## src/rtl/sdram_pkg.sv

```systemverilog
// sdram_pkg: shared burst length, SDRAM address split, FSM encodings and address helper.
package sdram_pkg;
  localparam int BURST_LEN = 8;
  localparam int BANK_MSB = 19;
  localparam int BANK_LSB = 18;
  localparam int ROW_MSB = 17;
  localparam int ROW_LSB = 8;
  localparam int COL_MSB = 7;
  localparam int COL_LSB = 0;
  typedef enum logic [1:0] {W_IDLE, W_REQ, W_DATA, W_END} w_state_t;
  typedef enum logic [1:0] {R_IDLE, R_REQ, R_DATA} r_state_t;
  function automatic logic [19:0] burst_addr(input logic [16:0] b);
    return {b, 3'b000};
  endfunction
endpackage

```

## src/rtl/sample_fifo.sv

```systemverilog
// sample_fifo: synchronous first-word-fall-through FIFO with exact occupancy count.
module sample_fifo #(
  parameter int DEPTH = 32,
  parameter int WIDTH = 16
) (
  input  logic                         clk,
  input  logic                         reset_n,
  input  logic                         clr,
  input  logic                         push,
  input  logic                         pop,
  input  logic [WIDTH-1:0]             din,
  output logic [WIDTH-1:0]             dout,
  output logic [$clog2(DEPTH):0]       count,
  output logic                         full,
  output logic                         empty
);
  localparam int AW = $clog2(DEPTH);
  logic [WIDTH-1:0] mem [DEPTH];
  logic [AW-1:0] wp, rp;
  logic wr, rd;
  assign wr = push & ~full & ~clr;
  assign rd = pop & ~empty & ~clr;
  assign full = count == (AW+1)'(DEPTH);
  assign empty = count == '0;
  assign dout = mem[rp];
  always_ff @(posedge clk)
    if (wr) mem[wp] <= din;
  always_ff @(posedge clk or negedge reset_n)
    if (!reset_n) begin
      wp <= '0;
      rp <= '0;
      count <= '0;
    end else if (clr) begin
      wp <= '0;
      rp <= '0;
      count <= '0;
    end else begin
      wp <= wp + AW'(wr);
      rp <= rp + AW'(rd);
      count <= count + (AW+1)'(wr) - (AW+1)'(rd);
    end
endmodule

```

## src/rtl/sdram_sample_buf.sv

```systemverilog
// sdram_sample_buf: buffers samples into 8-word SDRAM ring bursts and serves host burst reads.
module sdram_sample_buf
  import sdram_pkg::*;
#(
  parameter int FIFO_DEPTH = 32,
  parameter int RING_BURSTS = 131072
) (
  input  logic        clk,
  input  logic        reset_n,
  input  logic        s_valid,
  input  logic [15:0] s_data,
  input  logic        clr,
  input  logic        h_rreq,
  input  logic [16:0] h_rburst,
  output logic        h_rbusy,
  output logic        h_rd_en,
  output logic [15:0] h_rd_da,
  output logic        u_wreq,
  input  logic        u_wack,
  input  logic        u_wr_da_en,
  output logic [19:0] u_wadr,
  output logic [15:0] u_wr_da,
  output logic        u_rreq,
  input  logic        u_rack,
  output logic [19:0] u_radr,
  input  logic        u_rd_da_en,
  input  logic [15:0] u_rd_da,
  output logic [16:0] wr_burst,
  output logic        overflow,
  output logic        wrapped
);
  localparam int CW = $clog2(FIFO_DEPTH) + 1;
  localparam logic [16:0] LAST_BURST = 17'(RING_BURSTS - 1);
  w_state_t w_state;
  r_state_t r_state;
  logic [CW-1:0] count;
  logic [15:0] head;
  logic [2:0] w_beat, r_beat;
  logic full, empty, pop, clr_pend, do_clr, rd_en_q;
  assign pop = (w_state == W_DATA) & u_wr_da_en;
  // clear is held off until the write FSM is idle so an accepted burst always completes
  assign do_clr = (w_state == W_IDLE) & (clr | clr_pend);
  assign u_wr_da = empty ? '0 : head;
  sample_fifo #(.DEPTH(FIFO_DEPTH), .WIDTH(16)) u_fifo (
    .clk(clk), .reset_n(reset_n), .clr(do_clr), .push(s_valid), .pop(pop),
    .din(s_data), .dout(head), .count(count), .full(full), .empty(empty)
  );
  always_ff @(posedge clk or negedge reset_n)
    if (!reset_n) begin
      w_state <= W_IDLE;
      u_wreq <= 1'b0;
      u_wadr <= '0;
      w_beat <= '0;
      wr_burst <= '0;
      wrapped <= 1'b0;
      overflow <= 1'b0;
      clr_pend <= 1'b0;
    end else begin
      overflow <= do_clr ? 1'b0 : overflow | (s_valid & full);
      clr_pend <= (w_state != W_IDLE) & (clr | clr_pend);
      case (w_state)
        W_IDLE:
          if (do_clr) begin
            wr_burst <= '0;
            wrapped <= 1'b0;
          end else if (count >= CW'(BURST_LEN)) begin
            u_wadr <= burst_addr(wr_burst);
            u_wreq <= 1'b1;
            w_state <= W_REQ;
          end
        W_REQ:
          if (u_wack) begin
            u_wreq <= 1'b0;
            w_beat <= '0;
            w_state <= W_DATA;
          end
        W_DATA:
          if (u_wr_da_en) begin
            w_beat <= w_beat + 3'd1;
            if (w_beat == 3'(BURST_LEN - 1)) w_state <= W_END;
          end
        W_END:
          if (!u_wr_da_en) begin
            wr_burst <= (wr_burst == LAST_BURST) ? '0 : wr_burst + 17'd1;
            wrapped <= wrapped | (wr_burst == LAST_BURST);
            w_state <= W_IDLE;
          end
      endcase
    end
  always_ff @(posedge clk or negedge reset_n)
    if (!reset_n) begin
      r_state <= R_IDLE;
      u_rreq <= 1'b0;
      u_radr <= '0;
      h_rbusy <= 1'b0;
      h_rd_en <= 1'b0;
      h_rd_da <= '0;
      r_beat <= '0;
      rd_en_q <= 1'b0;
    end else begin
      h_rd_en <= (r_state == R_DATA) & u_rd_da_en;
      rd_en_q <= (r_state == R_DATA) & u_rd_da_en;
      case (r_state)
        R_IDLE:
          if (h_rreq) begin
            u_radr <= burst_addr(h_rburst);
            u_rreq <= 1'b1;
            h_rbusy <= 1'b1;
            r_state <= R_REQ;
          end
        R_REQ:
          if (u_rack) begin
            u_rreq <= 1'b0;
            r_beat <= '0;
            r_state <= R_DATA;
          end
        R_DATA: begin
          if (u_rd_da_en) begin
            h_rd_da <= u_rd_da;
            r_beat <= r_beat + 3'd1;
          end
          // a short read window ends the transfer on its falling edge
          if ((u_rd_da_en && r_beat == 3'(BURST_LEN - 1)) || (rd_en_q && !u_rd_da_en)) begin
            h_rbusy <= 1'b0;
            r_state <= R_IDLE;
          end
        end
        default: r_state <= R_IDLE;
      endcase
    end
endmodule

```

## config.mk

```make
export PLATFORM = sky130hd
export DESIGN_NAME = sdram_sample_buf
export DESIGN_NICKNAME = d
export VERILOG_FILES = /design/src/rtl/sdram_pkg.sv /design/src/rtl/sample_fifo.sv /design/src/rtl/sdram_sample_buf.sv
export SDC_FILE = /design/constraint.sdc
export NUM_CORES = 1
export LEC_CHECK = 0
export CAP_MARGIN = 20
export CORE_MARGIN = 2
export CORE_UTILIZATION = 45
export DETAILED_ROUTE_END_ITERATION = 8
export PLACE_DENSITY = 0.65
export SKIP_CTS_REPAIR_TIMING = 1
export SYNTH_ARGS = -nofsm -noshare
export SYNTH_HDL_FRONTEND = slang
export SYNTH_HIERARCHICAL = 1
export SYNTH_SLANG_ARGS = --single-unit
```

## constraint.sdc

```tcl
create_clock -name clk -period 5.39 [get_ports clk]
set_clock_uncertainty 0.15 [all_clocks]
set_input_delay 0.8085 -clock clk [delete_from_list [all_inputs] [get_ports clk]]
set_output_delay 0.8085 -clock clk [all_outputs]
set_load 0.02 [all_outputs]
```

# Yosys cells after proc, flatten, opt, wreduce, memory -nomap -nowiden
# Memory sizes are Yosys's and may differ from the RTL's.
# Index checks and enable logic that the tools add are counted.
# op_classes
mul	0
n_lt_le_gt_ge	1
n_mux	40
div	0
eq_ne	20
add_sub_neg	7
bitwise	15
reduce_logical	25
shifts	0
# op_table
op	n
2-to-1 mux 17 bit	3
one-hot mux 17 bit (2 select lines)	1
AND reduction 3 bit	7
2-to-1 mux 2 bit	9
adder 17 x 1 -> 17 bit (second input constant)	1
== test 17 bit (second input constant)	1
2-to-1 mux 16 bit	1
inequality test 2 bit (second input constant)	8
nonzero test 2 bit	7
2-to-1 mux 3 bit	4
one-hot mux 3 bit (2 select lines)	2
2-to-1 mux 1 bit	11
adder 5 x 1 -> 5 bit	2
2-to-1 mux 5 bit	2
AND 1 bit	9
one-hot mux 1 bit (2 select lines)	4
one-hot mux 2 bit (4 select lines)	1
adder 3 x 1 -> 3 bit (second input constant)	2
adder 6 x 1 -> 6 bit	1
== test 2 bit (second input constant)	3
== test 3 bit (second input constant)	2
== test 6 bit (second input constant)	1
>= comparator 6 x 4 -> 1 bit (second input constant)	1
zero test 6 bit	1
14 further kinds	24
# totals
ram_bits	512
latchBits	0
romBits	0
n_memories	1
input_bits	58
ff_bits	100
wordCells	127
# mem_list
memory	words	word_bits	rd	rd_ports_with_merged_regs	write_ports	line_no	source
u_fifo.mem	32	16	1	0	1	sample_fifo.sv:18	logic [WIDTH-1:0] mem [DEPTH];

# Longest topological paths before layout
# logic_depth
ltp_word	7
mapped_depth	14
ltp_nobuf	13

# By module
# Netlist, hierarchy kept.
# by_module_without_submodules
mod	seq_area_each_um2	area_per_inst_um2	n_inst	cells_per_inst
sample_fifo	15775.1	20594.8	1	1047
sdram_sample_buf	2102.0	3897.5	1	333

# Worst setup path after synthesis
# Ideal clock, no wire load.
# synth_path
kind	in2reg
startpoint	input port clr
endpoint	register u_fifo.count[4]
n_path_buf	2
path_stages	13
setup_time_ps	132
arrival_ps	3139
setup_slack_ps	1970
path_cell_list	nor2_1 > nor2b_1 > clkbuf_1 > buf_1 > nor3b_1 > ha_1 > inv_1 > ha_1 > fa_1 > a21oi_1 > o21bai_1 > xnor2_1 > nor2_1
# synth_via
elab_chain_len	7
elab_cells_between_ends	8
# synth_rtl
element	line_no	source
start: declaration	sdram_sample_buf.sv:12	input logic clr,
bitwise OR 1 bit *	sdram_sample_buf.sv:42	assign do_clr = (w_state == W_IDLE) & (clr | clr_pend);
AND 1 bit *	sdram_sample_buf.sv:42	
named net do_clr	sdram_sample_buf.sv:39	logic full, empty, pop, clr_pend, do_clr, rd_en_q;
inverter 1 bit (no source line)	--	
AND 1 bit	sample_fifo.sv:21	assign wr = push & ~full & ~clr;
adder 6 x 1 -> 6 bit	sample_fifo.sv:40	count <= count + (AW+1)'(wr) - (AW+1)'(rd);
subtractor 6 x 1 -> 6 bit	sample_fifo.sv:40	
2-to-1 mux 6 bit *	sample_fifo.sv:33	end else if (clr) begin
end signal: assignment	sample_fifo.sv:40	
end: declaration	sample_fifo.sv:13	output logic [$clog2(DEPTH):0] count,
# Mark *: on every way through the listed nets, which the timed path passes. The rest lies on a longest branch.
# A chain may end at the register's enable or synchronous reset.

# Worst setup path after layout
# layout_path
startpoint	register u_fifo.rp[0]
endpoint	output port u_wr_da[11]
# layout_via
elab_chain_len	2
# layout_rtl
element	line_no	source
start: declaration	sample_fifo.sv:19	logic [AW-1:0] wp, rp;
start signal: assignment	sample_fifo.sv:39	rp <= rp + AW'(rd);
memory (32 x 16 bit)	--	
named net head[11]	sdram_sample_buf.sv:37	logic [15:0] head;
2-to-1 mux 16 bit	sdram_sample_buf.sv:43	assign u_wr_da = empty ? '0 : head;
end: declaration	sdram_sample_buf.sv:22	output logic [15:0] u_wr_da,
# The timed path passes the listed nets, and every way through them passes these cells.

==> impl_results.md <==
- Final Hold Fails: 0
- Main synth FF type: edfxtp_1
- Simple-Gate Fraction of Synth Area: a little over 5%
- Share of the synthesized area in the top cell type: 62.8%
- Crit end category: primary output
- Dpl ws: roughly 1.2 ns
- Fin worst setup slack: 0.571 ns
- CTS H-Tree Depth: 2
- Maximum VDD drop: 295 uV
- Gate Count Post-Synth: 1380
- Leakage Power: about 0.0098 uW
- Clock Latency Late Sink: ~0.62 ns
- Max cap viols: 0
- Remaining Overflow, GRT: 0
- IO Pins: 153
- Mux cell area share after synthesis: 13.5%
- Overall routing resource usage: 20.6%
- Syn avg cell area: 17.7 um2
- Detailed Route WL: 57700 um
- WP data arrival: between 3 and 4 ns
- Yosys reg bits: 612
- Slew @ Worst Pin: 0.989 ns
- Ys Warns: 6
- Crit path launch: u_fifo/rp[0]
- Post-DP Area: 27000 um2
- Largest net degree at the start of global routing: 59
- R2R Path Start: w_state[1]
- Clk root buf: clkbuf_16
- CP max FO: 31
- Adder-Cell Fraction of Synth Area: 1.31%
- Die ar.: around 56000 um2
- Chip Height: roughly 240 um
- Slew headroom: between 30% and 40%
- Net switching power: 3820 uW
- Status: finished, final reports clean
- Worst setup SP type: flip-flop
- Tot Pwr: 13400 uW
- Core Region: 53800 um2
- Critical path class: flip-flop to primary output
- Reg power frac: 42.9%
- Worst-case clock buffer depth: 3
- TritonCTS Buffers: 61
- NumNets Final: 1667
- Die X: 237 um
- Slew Viols, Final: 0
- Final period util: 89.4%
- Syn Std Cell Area: ~24000 um2
- Via-to-Cell Ratio: approximately 5.6
- Pint: 9590 uW
- Initial antenna violation count: 3
- CTS clk-pin slew, worst paths: around 0.060 ns
- Maximum achievable frequency: roughly 210 MHz
- Ys async rst share: 16.3%
- DR WL/cell: approximately 25 um
- Compound-Gate Fraction of Synth Area: 4.67%
- Global-route wire length before repair: about 86000 um
- Largest cells by area after synthesis: edfxtp_1, dfrtp_1, mux4_2, mux2i_1, a22oi_1
- Commonest non-fill, non-tap cell in the layout: edfxtp_1
- Data required, critical path: 4.43 ns
- Placer Congestion: 0.835
- Clock Power Share: 32.7%
- N_diodes: 0
- Post-route ant nets: 0
- Commonest non-fill, non-tap cells in the layout: edfxtp_1, clkdlybuf4s50_1, mux2i_1
- Final core utilization: 54.1%
- CTS tree: done
- Fraction of layout cells with a size suffix above 1: 18.2%
- Post-route cell area: 29100 um2
- Setup repair after global routing missed its margin: no
- Period minus WS final: just under 5 ns
- Number of global-route vias before repair: 13600
- DR vias: 13200
- Number of cell rows: 85
- Sw Share: 28.5%
- Setup TNS: 0 ns
- Power share of the combinational group: 24.4%
- Finish-stage setup viols: 0
- PortBufs: 146
- Largest family of logic cells by synthesized area: multiplexers
- DR DRC count: 0
- Drt pass-1 iters: 5
- Clock Sinks: 612
- Class of the worst hold path: input port to async pin
- Area Overhead vs Synth: 18.9%
- EDFF count, synth: 512
- Seq/Total Area, Yosys: 73.0%
- DP Wirelength: around 35000 um
- DR iter-0 viols: between 1000 and 1500
- Initial Util: 45.5%
- Cell variety after synth: 64
- Synth area leader: edfxtp_1
- Pwr Density: 460 nW/um2
- Post-Synth XOR/XNOR Area: 0.358%
-- cell usage after synthesis (all sizes together) (2+ instances only) --
| cell type | count |
|---|---|
| a21oi | 19 |
| inv | 21 |
| mux4 | 64 |
| nand2b | 3 |
| xor2 | 5 |
| o21ai | 21 |
| dfrtp | 100 |
| nor3 | 2 |
| clkbuf | 33 |
| edfxtp | 512 |
| nand3b | 5 |
| and2 | 4 |
| buf | 44 |
| and4 | 4 |
| ha | 24 |
| xnor2 | 5 |
| a22oi | 96 |
| nor2b | 28 |
| a31oi | 2 |
| nor3b | 4 |
| a22o | 4 |
| or3b | 4 |
| nor4 | 2 |
| nor2 | 59 |
| and3 | 4 |
| o31ai | 8 |
| nand4 | 24 |
| o41ai | 3 |
| mux2 | 51 |
| a211oi | 2 |
| nand2 | 21 |
| nand3 | 48 |
| or4 | 3 |
| or3 | 4 |
| mux2i | 130 |
-- registers in the layout, indices dropped and copies added (netlist names) --
| signal | count |
|---|---|
| clr_pend | 1 |
| u_radr | 17 |
| u_fifo/rp | 5 |
| overflow | 1 |
| rd_en_q | 1 |
| u_rreq | 1 |
| w_beat | 3 |
| h_rbusy | 1 |
| h_rd_da | 16 |
| u_fifo/wp | 5 |
| w_state | 2 |
| r_beat | 3 |
| wrapped | 1 |
| u_wreq | 1 |
| r_state | 2 |
| u_wadr | 17 |
| wr_burst | 17 |
| u_fifo/count | 6 |
| u_fifo/mem | 512 |
-- through the flow --
stage / hold slack, ns / cells
4_1_cts: 0.0972 / 2330
3_3_place_gp: 0.342 / 2216
5_1_grt: 0.155 / 2331
3_5_place_dp: 0.345 / 2216
6_report: 0.0978 / 2331
2_1_floorplan: 0.326 / 1385
-- cells by family (layout without fill, tap and decap cells) --
group           Yosys count  count (layout)
flops                   612             612
other cells               1               6
mux                     245             245
compound gates          164             164
buf+inv                  98             348
fa+ha+maj                25              25
xor+xnor                 10              10
simple gates            225             225
-- layer usage --
layer	GRT usage [%]	up-vias	part of all wire, %
met3	4.91	102	7.2
met1	27.8	6758	42
met2	32.7	407	47
met4	8.06	6	3.4
met5	0	-	0.069
li1	-	5891	-
-- path summary, 6_finish.rpt --
kind	endpoint	slack, ns	depth (start not counted)
max in group asynchronous	wr_burst[1]	3.95	2
min in group clk	u_radr[10]	0.35	1
hold reg to reg	u_radr[10]	0.35	1
setup / recovery	u_wr_da[11]	0.57	8
setup reg to reg	u_fifo/mem[0][15]	2.04	7
hold / removal	h_rd_da[3]	0.1	1
-- critical path, cell delays in order, from the launching register on --
cell and delay [ns]:
dfrtp_4 0.87, buf_12 0.28, buf_12 0.24, mux2i_1 0.11, a22oi_1 0.26, nand3_1 0.30
nand4_1 0.35, nor2b_1 0.18, clkdlybuf4s50_1 0.62
-- cell type report --
cell class              instances  area [um2]
clock buffers                  72        1590
clock inverters                42         507
fillers                      4192       24700
inverters                      21        78.8
multi-input cells             675        6170
flip-flops and latches        612       17900
well taps                     696         871
repair buffers                213        2030
-- power groups by stage --
stage                     Sequential, uW  Combinational, uW  Clock (uW)
after detailed placement            5840               3270           0
after global routing                5800               3500        4660
after global placement              5830               3220           0
final                               5750               3270        4380
after floorplan                     5920               1960           0
after CTS                           5750               3280        4470
(Power assumes the default switching activity.)
